<file path="src/rtl/accel_spi_controller.sv">
// accel_spi_controller: SPI mode-0 master framing cmd + addr + data bytes for the accelerometer link.
// Optional ACCEL_SPI_AUTOPOLL_EN adds periodic burst reads of POLL_ADDR. Rev 1.0
`default_nettype none

module accel_spi_controller #(
  parameter int         CLK_DIV     = 4,
  parameter int         MAX_BURST   = 6,
  parameter logic [7:0] POLL_ADDR   = 8'h0E,
  parameter int         POLL_PERIOD = 1000
) (
  input  logic       clk,
  input  logic       reset,
  input  logic       i_Start,
  input  logic       i_Write,
  input  logic [7:0] i_Addr,
  input  logic [7:0] i_Wdata,
  input  logic [2:0] i_Len,
  output logic       o_Busy,
  output logic       o_Done,
  output logic [7:0] o_Rdata,
  output logic       o_Rvalid,
  output logic [2:0] o_Byte_Idx,
  output logic       o_Src,
  output logic       o_SPI_Clk,
  output logic       o_SPI_CSLow,
  output logic       o_SPI_Mosi,
  input  logic       i_SPI_Miso
);

  localparam int             DIV_W     = (CLK_DIV > 2) ? $clog2(CLK_DIV) : 1;
  localparam logic [DIV_W-1:0] DIV_LAST = DIV_W'(CLK_DIV - 1);
  localparam logic [3:0]     MAX_LEN   = 4'(MAX_BURST);
  localparam logic [7:0]     CMD_WRITE = 8'h0A;
  localparam logic [7:0]     CMD_READ  = 8'h0B;

  typedef enum logic [2:0] {
    IDLE     = 3'd0,
    CS_SETUP = 3'd1,
    SHIFT    = 3'd2,
    CS_HOLD  = 3'd3,
    CS_GAP   = 3'd4
  } state_t;

  state_t           state, state_nxt;
  logic [DIV_W-1:0] div_cnt, div_nxt;
  logic [2:0]       bit_cnt, bit_nxt;
  logic [3:0]       byte_cnt, byte_nxt;
  logic [3:0]       last_byte, last_nxt;
  logic             is_write, wr_nxt;
  logic [7:0]       addr_q, addr_nxt;
  logic [7:0]       wdata_q, wdata_nxt;
  logic [7:0]       tx, tx_nxt;
  logic [7:0]       rx, rx_nxt;
  logic             sclk, sclk_nxt;
  logic             cs_n, csn_nxt;
  logic             mosi, mosi_nxt;
  logic             busy, busy_nxt;
  logic             done, done_nxt;
  logic             rvalid, rvalid_nxt;
  logic [7:0]       rdata, rdata_nxt;
  logic [2:0]       byte_idx, idx_nxt;
  logic             src, src_nxt;

  logic             req, req_write, req_src;
  logic [7:0]       req_addr;
  logic [2:0]       req_len;
  logic [3:0]       req_n;
  logic             div_last;
  logic [7:0]       next_tx;
  logic [7:0]       rx_full;

`ifdef ACCEL_SPI_AUTOPOLL_EN
  localparam int PCNT_W = (POLL_PERIOD > 2) ? $clog2(POLL_PERIOD) : 1;

  logic [PCNT_W-1:0] poll_cnt;
  logic              pending;
  logic              poll_wrap;

  assign poll_wrap = (poll_cnt == PCNT_W'(POLL_PERIOD - 1));

  // A wrap while already pending simply leaves the flag set; the user request wins a tie.
  always_ff @(posedge clk) begin
    if (reset) begin
      poll_cnt <= '0;
      pending  <= 1'b0;
    end else begin
      poll_cnt <= poll_wrap ? '0 : poll_cnt + PCNT_W'(1);
      if (poll_wrap)
        pending <= 1'b1;
      else if (state == IDLE && pending && !i_Start)
        pending <= 1'b0;
    end
  end

  assign req       = i_Start | pending;
  assign req_write = i_Start & i_Write;
  assign req_addr  = i_Start ? i_Addr : POLL_ADDR;
  assign req_len   = i_Start ? i_Len : 3'(MAX_BURST);
  assign req_src   = ~i_Start;
`else
  logic unused_poll_cfg;
  assign unused_poll_cfg = ^POLL_ADDR ^ (POLL_PERIOD != 0);

  assign req       = i_Start;
  assign req_write = i_Write;
  assign req_addr  = i_Addr;
  assign req_len   = i_Len;
  assign req_src   = 1'b0;
`endif

  always_comb begin
    req_n = {1'b0, req_len};
    if (req_write || req_len == 3'd0)
      req_n = 4'd1;
    else if ({1'b0, req_len} > MAX_LEN)
      req_n = MAX_LEN;
  end

  assign div_last = (div_cnt == DIV_LAST);
  assign next_tx  = (byte_cnt == 4'd0) ? addr_q : (is_write ? wdata_q : 8'h00);
  assign rx_full  = {rx[6:0], i_SPI_Miso};

  always_ff @(posedge clk) begin
    if (reset) begin
      state     <= IDLE;
      div_cnt   <= '0;
      bit_cnt   <= 3'd7;
      byte_cnt  <= '0;
      last_byte <= '0;
      is_write  <= 1'b0;
      addr_q    <= '0;
      wdata_q   <= '0;
      tx        <= '0;
      rx        <= '0;
      sclk      <= 1'b0;
      cs_n      <= 1'b1;
      mosi      <= 1'b0;
      busy      <= 1'b0;
      done      <= 1'b0;
      rvalid    <= 1'b0;
      rdata     <= '0;
      byte_idx  <= '0;
      src       <= 1'b0;
    end else begin
      state     <= state_nxt;
      div_cnt   <= div_nxt;
      bit_cnt   <= bit_nxt;
      byte_cnt  <= byte_nxt;
      last_byte <= last_nxt;
      is_write  <= wr_nxt;
      addr_q    <= addr_nxt;
      wdata_q   <= wdata_nxt;
      tx        <= tx_nxt;
      rx        <= rx_nxt;
      sclk      <= sclk_nxt;
      cs_n      <= csn_nxt;
      mosi      <= mosi_nxt;
      busy      <= busy_nxt;
      done      <= done_nxt;
      rvalid    <= rvalid_nxt;
      rdata     <= rdata_nxt;
      byte_idx  <= idx_nxt;
      src       <= src_nxt;
    end
  end

  always_comb begin
    state_nxt  = state;
    div_nxt    = div_cnt;
    bit_nxt    = bit_cnt;
    byte_nxt   = byte_cnt;
    last_nxt   = last_byte;
    wr_nxt     = is_write;
    addr_nxt   = addr_q;
    wdata_nxt  = wdata_q;
    tx_nxt     = tx;
    rx_nxt     = rx;
    sclk_nxt   = sclk;
    csn_nxt    = cs_n;
    mosi_nxt   = mosi;
    busy_nxt   = busy;
    done_nxt   = 1'b0;
    rvalid_nxt = 1'b0;
    rdata_nxt  = rdata;
    idx_nxt    = byte_idx;
    src_nxt    = src;

    case (state)
      IDLE: begin
        div_nxt  = '0;
        bit_nxt  = 3'd7;
        byte_nxt = '0;
        sclk_nxt = 1'b0;
        csn_nxt  = 1'b1;
        if (req) begin
          state_nxt = CS_SETUP;
          csn_nxt   = 1'b0;
          busy_nxt  = 1'b1;
          wr_nxt    = req_write;
          addr_nxt  = req_addr;
          wdata_nxt = i_Wdata;
          last_nxt  = req_n + 4'd1;
          tx_nxt    = req_write ? CMD_WRITE : CMD_READ;
          mosi_nxt  = req_write ? CMD_WRITE[7] : CMD_READ[7];
          src_nxt   = req_src;
        end
      end

      CS_SETUP: begin
        div_nxt = div_cnt + DIV_W'(1);
        if (div_last) begin
          div_nxt   = '0;
          state_nxt = SHIFT;
        end
      end

      SHIFT: begin
        div_nxt = div_cnt + DIV_W'(1);
        if (div_last) begin
          div_nxt  = '0;
          sclk_nxt = ~sclk;
          // End of the high phase: sample MISO and advance MOSI on the falling edge.
          if (sclk) begin
            rx_nxt = rx_full;
            if (bit_cnt == 3'd0) begin
              if (byte_cnt >= 4'd2 && !is_write) begin
                rvalid_nxt = 1'b1;
                rdata_nxt  = rx_full;
                idx_nxt    = 3'(byte_cnt - 4'd2);
              end
              if (byte_cnt == last_byte) begin
                state_nxt = CS_HOLD;
                mosi_nxt  = 1'b0;
              end else begin
                byte_nxt = byte_cnt + 4'd1;
                bit_nxt  = 3'd7;
                tx_nxt   = next_tx;
                mosi_nxt = next_tx[7];
              end
            end else begin
              bit_nxt  = bit_cnt - 3'd1;
              tx_nxt   = {tx[6:0], 1'b0};
              mosi_nxt = tx[6];
            end
          end
        end
      end

      CS_HOLD: begin
        div_nxt = div_cnt + DIV_W'(1);
        if (div_last) begin
          div_nxt   = '0;
          state_nxt = CS_GAP;
          csn_nxt   = 1'b1;
        end
      end

      CS_GAP: begin
        div_nxt = div_cnt + DIV_W'(1);
        if (div_last) begin
          div_nxt   = '0;
          state_nxt = IDLE;
          done_nxt  = 1'b1;
          busy_nxt  = 1'b0;
        end
      end

      default: state_nxt = IDLE;
    endcase
  end

  assign o_Busy      = busy;
  assign o_Done      = done;
  assign o_Rdata     = rdata;
  assign o_Rvalid    = rvalid;
  assign o_Byte_Idx  = byte_idx;
  assign o_Src       = src;
  assign o_SPI_Clk   = sclk;
  assign o_SPI_CSLow = cs_n;
  assign o_SPI_Mosi  = mosi;

endmodule

`default_nettype wire

</file>
<file path="config.mk">
export PLATFORM = sky130hd
export DESIGN_NAME = accel_spi_controller
export DESIGN_NICKNAME = d
export VERILOG_FILES = /design/src/rtl/accel_spi_controller.sv
export SDC_FILE = /design/constraint.sdc
export NUM_CORES = 1
export LEC_CHECK = 0
export ABC_CLOCK_PERIOD_IN_PS = 1800
export CORE_MARGIN = 2
export CORE_UTILIZATION = 49
export CTS_BUF_LIST = sky130_fd_sc_hd__clkbuf_16
export CTS_CLUSTER_DIAMETER = 50
export CTS_CLUSTER_SIZE = 8
export DETAILED_ROUTE_END_ITERATION = 12
export PLACE_DENSITY = 0.76
export REMOVE_ABC_BUFFERS = 1
export SLEW_MARGIN = 30
export SYNTH_ARGS = -nofsm -noshare
export SYNTH_HDL_FRONTEND = slang
export SYNTH_SLANG_ARGS = --single-unit
</file>
<file path="constraint.sdc">
create_clock -name clk -period 1.8 [get_ports clk]
set_clock_uncertainty 0.15 [all_clocks]
set_input_delay 0.36 -clock clk [delete_from_list [all_inputs] [get_ports clk]]
set_output_delay 0.36 -clock clk [all_outputs]
set_load 0.1 [all_outputs]
</file>
==> results.ini, run 1 <==
[status]
outcome = finished, violations left
violations = setup timing

[synth]
yosysWarnings = 0
synth_area_um2 = 3022
synth_top_family_by_area = simple AND/OR/NAND/NOR gates
ys_ff_latch = 64
synth_compound_area_share_pct = 15.94
netlist_instances = 346
synthAdderAreaFrac_pct = 3.313
synthMuxAreaShare_pct = 9.358
async_reset_ff_share_pct = 0
yosysSeqAreaShare_pct = 42.40
yosys.area_share.simple_pct = 22.19
synth_edf_count = 0
yosys.area_share.xor_xnor_pct = 1.739
synth_cell_types = 56
avgSynthCellArea_um2 = 8.733
yosys_most_used_dff = dfxtp_1

[die]
die_h_um = 82.53
core_area_um2 = 5956
ios = 42
dieWidth_um = 82.53
floorplan.initialDensity_pct = 50.74
die_area_um2 = 6810
row_count = 28

[pwr]
leakagePower_nw = 1.819
power_per_cell_area_nw_per_um2 = 823.7
power_mw = 3.693
vdd_ir_drop_max_mv = 0.5570

[critical_path]
crit_family = simple AND/OR/NAND/NOR gates
critPathRequiredTime_ps = 1850
slowest_delay_ps = 430
crit_fanout = 7
worst_ep_arrival_time_ps = 1900
worstPathCellList = or3b_4 > nor4_4 > buf_4 > mux2i_1 > nor2_1
path_class = flop to flop
start_kind = flop
critPathBufInv = 1
critPathSlowestCell = or3b_4
crit_path_end_kind = flop

[routing]
ant_nets = 0
wl_per_cell_um = 16.43
wl_um = 8363
drtIter0Drc = 177
vias = 2855
via_per_inst = 5.609
drt-pass1-iter-count = 4
drc = 0

[place]
place_ws_ps = -364.4
dp_hpwl_um = 4996
port_buffers = 40
place_inst = 486
place_congestion = 0.8414

[timing]
final-max-slew-violation-count = 0
hold_viol_final = 0
timing.final.ws_setup_ps = -50.99
fin_crit_sh_pct = 102.8
max_freq_ghz = 0.5403
min_period_ps = 1851
timing.hold.ws_ps = 307.1
finalSetupViolCount = 10
rsz0062_at_grt = true

[layout]
drive_gt1_share_pct = 30.18
final_cells = 509
finalNetCount = 462
diodes = 0
syn2layout_area_growth_pct = 48.36

[global_routing]
overflow = 0
grt_first_pass_wirelength_um = 12840
grt_max_degree = 33
grt_antenna_before_repair = 0
first_global_vias = 2814
grt_usage_pct = 24.83

[clocking]
cts_tree = yes
clock-sinks = 64
cts-root-buf = clkbuf_16
cts_buffers = 9
insertion_delay_ps = 330
clkTransAtPathRegs_ps = 50
htreeDepth = 3
cts.path.max_buffers = 2

[min_path]
hp-class = flop to flop

[flow_run]
cap_violations = 0

-- cells in the mapped netlist (all sizes together), types with 3 or more instances --
cell,number,area [um^2]
a211oi,3,27.52
a21oi,29,145.1
buf,8,51.29
clkbuf,17,63.81
dfxtp,64,1281
ha,8,100.1
inv,9,33.78
mux2i,26,260.3
nand2,58,217.7
nand3,4,20.02
nand3b,3,22.52
nand4,3,25.02
nor2,34,130.1
nor2b,3,18.77
nor3,5,25.02
nor3b,3,27.52
nor4,5,46.29
o211ai,9,67.56
o21ai,4,20.02
o31ai,3,36.28
or4bb,4,45.04
xnor2,6,52.55
-- worst paths after layout --
path | from | endpoint | slack (ps) | cells after the start
worst max register to register | state[2] | o_Rdata[4] | -50 | 5
worst min-delay path | wdata_q[5] | wdata_q[5] | 310 | 2
worst max-delay path | state[2] | o_Rdata[4] | -50 | 5
worst min register to register | wdata_q[5] | wdata_q[5] | 310 | 2
-- timing repair --
action                                  in CTS  in global routing
setup buffers                                1                  6
gates resized for setup                     26                 20
gates cloned                                 1                  1
endpoints found under the hold margin        0                  0
hold buffers                                 0                  0
pin swaps                                    5                  8
endpoints found under the setup margin      27                 38
-- per-stage QoR --
| stage | setup TNS (ps) | cell area, um^2 | util [%] |
|---|---|---|---|
| final | -244.5 | 4483 | 75.27 |
| after global routing | -1607 | 4483 | 75.27 |
| after CTS | -99.70 | 4375 | 73.47 |
| after detailed placement | -8109 | 3984 | 66.89 |
| after global placement | -5865 | 3984 | 66.89 |
| after floorplan | -19020 | 2907 | - |
-- power by group --
part           switching, mW  internal (mW)  total, mW
logic                  0.332          0.294      0.625
registers             0.0438           1.48       1.53
clock network          0.628          0.914       1.54
-- cells in the final DEF (no fill, tap or decap), types with 4 or more instances in the layout --
| cell type | Yosys | routed |
|---|---|---|
| nand2_1 | 58 | 58 |
| dfxtp_1 | 64 | 56 |
| buf_4 | 2 | 49 |
| nor2_1 | 33 | 31 |
| a21oi_1 | 29 | 28 |
| mux2i_1 | 26 | 26 |
| clkdlybuf4s50_1 | 0 | 23 |
| buf_12 | 0 | 20 |
| clkbuf_16 | 0 | 10 |
| o211ai_1 | 9 | 9 |
| dfxtp_2 | 0 | 8 |
| inv_1 | 9 | 6 |
| xnor2_1 | 6 | 4 |
| nor3_1 | 5 | 4 |
| or4bb_1 | 4 | 4 |
| ha_1 | 8 | 4 |
| buf_6 | 1 | 4 |
-- registers in the layout, summed over array words and instances (netlist names), 2 cells and up --
| register | flops |
|---|---|
| addr_q | 8 |
| o_Rdata | 8 |
| wdata_q | 8 |
| rx | 7 |
| tx | 7 |
| byte_cnt | 4 |
| last_byte | 4 |
| bit_cnt | 3 |
| o_Byte_Idx | 3 |
| state | 3 |
| div_cnt | 2 |
-- tightest hold or removal path, cell delays in order, from the launching register on --
cell and delay (ps):
dfxtp_1 310, nand2_1 50, a21oi_1 50
-- cell families after synthesis --
logic type | count (synthesis)
AOI/OAI and AO/OA | 70
xor gates and xnor gates | 6
adders and majority gates | 8
buffers and inverters | 34
DFF | 64
muxes | 28
other | 1
and+or+nand+nor | 135
-- per-layer routing --
layer | routed length (um) | track usage (%) | share of wire [%]
met5 | 0 | 0 | 0
met4 | 162 | 9.836 | 1.9
met3 | 337 | 5.870 | 4.0
met2 | 4219 | 41.29 | 50
met1 | 3643 | 31.01 | 44
-- final cells by class --
cell class              count  area, um^2
clock buffers               9       225.2
clock inverters             6       37.54
fillers                   407        1473
inverters                   9       33.78
multi-input cells         248        1728
flip-flops and latches     64        1291
well taps                  75       93.84
repair buffers             98        1074
No activity file was read; power rests on OpenSTA's default activity.
==> inputs of run 2 (changes only) <==
Settings changed: CTS_CLUSTER_DIAMETER 50 to not set.
==> results of run 2 <==
Same layout as run 1: the final DEF is identical, and so are final timing and power.
